### src/rtl/fd8_arb.sv
// Round-robin write arbiter: N requesters share one W-bit register O, one grant at a time.
// Optional burst lock is compiled in with `define FD8_ARB_LOCK_EN (adds the LOCK port).
//
//   state | meaning
//   ------+-----------------------------------------------------------
//   IDLE  | waiting for any REQ; arbitrates from PTR on each edge
//   GRANT | GNT[g] high; write D[g] into O if REQ[g] is still held
//   DONE  | ACK[g] high for one cycle; pointer advances (or lock re-grant)

module fd8_arb #(
    parameter int N = 4,
    parameter int W = 8
) (
    input  logic           CK,
    input  logic           RST_N,
    input  logic [N-1:0]   REQ,
    input  logic [N*W-1:0] D,
`ifdef FD8_ARB_LOCK_EN
    input  logic [N-1:0]   LOCK,
`endif
    output logic [N-1:0]   GNT,
    output logic [N-1:0]   ACK,
    output logic [W-1:0]   O,
    output logic           BUSY
);

    localparam int PW = (N > 1) ? $clog2(N) : 1;

    typedef enum logic [1:0] {
        IDLE  = 2'd0,
        GRANT = 2'd1,
        DONE  = 2'd2
    } state_t;

    state_t          state;
    logic [PW-1:0]   ptr;
    logic [PW-1:0]   g;
    logic [PW-1:0]   g_next;
    logic [PW-1:0]   sel_idx;
    logic            sel_valid;
    logic [N-1:0]    sel_oh;
    logic [N-1:0]    g_oh;
    logic [W-1:0]    d_arr [N];

    for (genvar i = 0; i < N; i++) begin : g_unpack
        assign d_arr[i] = D[i*W +: W];
    end

    // Scan from ptr upward; iterating backwards lets the nearest candidate win.
    always_comb begin
        int            idx;
        logic [PW-1:0] cand;
        idx       = 0;
        cand      = '0;
        sel_valid = 1'b0;
        sel_idx   = '0;
        for (int k = N - 1; k >= 0; k--) begin
            idx = int'(ptr) + k;
            if (idx >= N) begin
                idx = idx - N;
            end
            cand = PW'(idx);
            if (REQ[cand]) begin
                sel_valid = 1'b1;
                sel_idx   = cand;
            end
        end
    end

    // Explicit wrap so non-power-of-two N never relies on truncation.
    assign g_next = (g == PW'(N - 1)) ? '0 : g + 1'b1;
    assign sel_oh = N'(1) << sel_idx;
    assign g_oh   = N'(1) << g;

    always_ff @(posedge CK or negedge RST_N) begin
        if (!RST_N) begin
            state <= IDLE;
            ptr   <= '0;
            g     <= '0;
            GNT   <= '0;
            ACK   <= '0;
            O     <= '0;
            BUSY  <= 1'b0;
        end else begin
            case (state)
                IDLE: begin
                    if (sel_valid) begin
                        g     <= sel_idx;
                        GNT   <= sel_oh;
                        state <= GRANT;
                        BUSY  <= 1'b1;
                    end
                end
                GRANT: begin
                    GNT <= '0;
                    if (REQ[g]) begin
                        O     <= d_arr[g];
                        ACK   <= g_oh;
                        state <= DONE;
                    end else begin
                        state <= IDLE;
                        BUSY  <= 1'b0;
                    end
                end
                DONE: begin
                    ACK <= '0;
`ifdef FD8_ARB_LOCK_EN
                    if (LOCK[g] && REQ[g]) begin
                        GNT   <= g_oh;
                        state <= GRANT;
                    end else begin
`else
                    begin
`endif
                        ptr   <= g_next;
                        state <= IDLE;
                        BUSY  <= 1'b0;
                    end
                end
                default: begin
                    GNT   <= '0;
                    ACK   <= '0;
                    state <= IDLE;
                    BUSY  <= 1'b0;
                end
            endcase
        end
    end

    a_gnt_onehot: assert property (@(posedge CK) disable iff (!RST_N) $onehot0(GNT));
    a_ack_onehot: assert property (@(posedge CK) disable iff (!RST_N) $onehot0(ACK));
    a_busy_state: assert property (@(posedge CK) disable iff (!RST_N) BUSY == (state != IDLE));

endmodule

### config.mk
export PLATFORM = sky130hd
export DESIGN_NAME = fd8_arb
export DESIGN_NICKNAME = d
export VERILOG_FILES = /design/src/rtl/fd8_arb.sv
export SDC_FILE = /design/constraint.sdc
export NUM_CORES = 1
export LEC_CHECK = 0
export CORE_AREA = 2 2 47 60
export CTS_CLUSTER_DIAMETER = 100
export DETAILED_ROUTE_END_ITERATION = 8
export DIE_AREA = 0 0 49 62
export DONT_BUFFER_PORTS = 1
export PLACE_DENSITY = 0.78
export SLEW_MARGIN = 20
export SYNTH_ARGS = -nofsm -noshare
export SYNTH_HDL_FRONTEND = slang
export SYNTH_SLANG_ARGS = --single-unit
### constraint.sdc
create_clock -name CK -period 2.7 [get_ports CK]
set_input_delay 0.27 -clock CK [delete_from_list [all_inputs] [get_ports CK]]
set_output_delay 0.27 -clock CK [all_outputs]
set_load 0.02 [all_outputs]
==> results.py <==
metrics = {
    "run_status": {
        "outcome": "completed",
    },
    "worst_setup_path": {
        "path_max_fanout": 12,
        "reg2reg_from": "g[1]",
        "criticalPathCategory": "register to register",
        "cp.arrival_ns": 2.26,
        "r2r_cells": 4,
        "cp-end-kind": "register",
        "worst_ep_required_time_ns": 2.91,
        "worst_setup_path_start_kind": "register",
        "cp-startpoint": "g[1]",
    },
    "detailed_routing": {
        "drtIter0Drc": 16,
        "drtPass1Iterations": 4,
        "wl_per_cell_um": 17.77,
        "avgViaCountPerCell": 5.953,
        "vias": 762,
        "ant_nets": 0,
        "post-route-drc-count": 0,
        "wirelength_um": 2275,
    },
    "cells_and_area": {
        "layout_commonest_cell": "dfrtp_1",
        "area_growth_pct": 4.725,
        "final_cell_mix": "dfrtp_1, mux4_1, mux2_4, nor2_1, mux2i_1",
        "final_cell_area_um2": 1359,
        "utilization_pct": 53.31,
        "drive_gt1_share_pct": 20.21,
        "num_antenna_cells": 0,
        "num-fill-cells": 218,
        "nets": 137,
    },
    "sta": {
        "finalSetupViolCount": 0,
        "hold_violations": 0,
        "slew_violations": 0,
        "postLayoutSetupSlackWorst_ns": 0.6497,
        "final.period_utilization_pct": 75.94,
        "period_needed_ns": 2.050,
        "fmax_mhz": 487.7,
        "slew_headroom_pct": 63.73,
        "clock-skew-final_ns": 0.008070,
        "tightest_slew_ns": 0.5391,
        "rsz0062_at_grt": "no",
        "setup_tns_ns": 0,
    },
    "synthesis": {
        "synth_top_area_share_pct": 44.36,
        "synth_simple_gate_area_share_pct": 6.654,
        "synth.cell_area_um2": 1297,
        "synth_area_leaders": "dfrtp_1, mux4_1, mux2_4",
        "ys_ff_latch": 23,
        "async_flop_share_pct": 100.0,
        "synthAdderAreaFrac_pct": 3.857,
        "synth_cell_types": 30,
        "avgSynthCellArea_um2": 14.26,
        "synth-xor-area-share_pct": 0,
        "synth_edf_count": 0,
        "synth_compound_area_share_pct": 8.582,
        "yosysSeqAreaShare_pct": 44.36,
        "synth_fp_nets": 133,
        "ys_warn_count": 0,
        "synth_mux_area_share_pct": 32.69,
        "postSynthCellCount": 91,
        "synth-main-ff-cell": "dfrtp_1",
        "synth_top_area_cell": "dfrtp_1",
        "synth_top_family_by_area": "multiplexers",
    },
    "floorplanning": {
        "die_h_um": 62,
        "io_pins": 55,
        "initial_core_util_pct": 50.91,
        "core_area_um2": 2549,
        "die_x_um": 49,
        "rows": 21,
        "fp.dieArea_um2": 3038,
    },
    "power_and_ir_drop": {
        "p_leak_nw": 0.6431,
        "p_total_mw": 1.630,
        "power.density_nw_per_um2": 1200,
        "max-vdd-ir-drop_mv": 0.6125,
    },
    "run": {
        "maxCapViolCount": 0,
    },
    "clock_tree": {
        "clkSinkCount": 23,
        "clk-insertion-delay-late_ns": 0.31,
        "path_clk_slew_ns": 0.13,
        "clockBufferDepth": 2,
        "cts-htree-levels": 1,
        "root_buffer": "clkbuf_4",
        "cts_tree": "yes",
        "numCtsBuffers": 3,
    },
    "grt": {
        "grt_max_degree": 24,
        "grt_pass1_vias": 777,
        "grt_overflow": 0,
        "grt_pass1_wl_um": 3546,
        "grt_usage_pct": 15.31,
        "grt_antenna_before_repair": 0,
    },
    "placed_design": {
        "hpwlAfterDp_um": 1762,
        "place_ws_ns": 0.6437,
        "finalWeightedCongestion": 0.7696,
        "port_buffers": 0,
        "place_area_um2": 1316,
    },
    "min_path": {
        "worstHoldPathCells": 2,
        "worstHoldStart": "REQ[3]",
        "min_path_type": "primary input to register",
    },
}
[where the power goes]
part / switching, mW / internal (mW) / total [mW]
sequential: 0.319 / 0.508 / 0.827
combinational: 0.265 / 0.381 / 0.646
clock: 0.102 / 0.0552 / 0.158
[cells in the mapped netlist, types with 2 or more instances]
cell	number
dfrtp_1	23
mux2_4	8
mux4_1	8
nor2_1	7
mux2i_1	6
o2bb2ai_1	5
a21oi_1	4
ha_1	4
inv_1	4
o21ai_0	2
[repair_timing]
item                      in CTS  in global routing
buffers inserted               0                  0
hold buffers                   1                  1
resized for setup              0                  0
hold endpoints to repair      23                 23
[cells by family after synthesis]
| logic type | count (synthesis) |
|---|---|
| flip-flops | 23 |
| buffers and inverters | 9 |
| adder cells (fa/ha/maj) | 4 |
| AO/OA/AOI/OAI | 16 |
| AND/OR/NAND/NOR | 15 |
| multiplexers | 24 |
[worst max-delay path, stage by stage (launching register included)]
cell,delay [ns]
dfrtp_1,0.60
mux4_2,0.42
nand2_4,0.13
or2_1,0.45
mux2_4,0.35
[registers in the layout, indices dropped and copies added (netlist names)]
signal,count
g,2
state,2
BUSY,1
ACK,4
ptr,2
GNT,4
O,8
[metal layers]
metal / routed length, um / global-route usage [%]
met5: 0 / 0
met2: 1280 / 28.96
met3: 152 / 3.828
met4: 0 / 3.673
met1: 842 / 17.82
[path summary, 6_finish.rpt]
check	to	slack, ns
max in group asynchronous	g[1]	1.90
hold reg to reg	ptr[0]	0.57
setup reg to reg	O[5]	0.65
setup / recovery	O[5]	0.65
min in group asynchronous	O[7]	0.45
hold / removal	GNT[0]	0.21
[per-stage QoR]
step / cells / hold slack [ns]
final: 128 / 0.2116
after global routing: 128 / 0.2056
after CTS: 127 / 0.2048
after detailed placement: 122 / -0.02517
after global placement: 122 / -0.02515
after floorplan: 91 / -0.02559
[final cells by class]
cell class                 count  area, um2  area share, %
sequential                    23      575.6          42.36
tap                           34      42.54          3.131
multi-input combinational     59      671.9          49.45
clock buffer                   3      22.52          1.657
inverter                       5      18.77          1.381
clock inverter                 1      5.005         0.3683
timing repair buffer           3      22.52          1.657
Note: power is estimated with default switching activity, not from simulation.
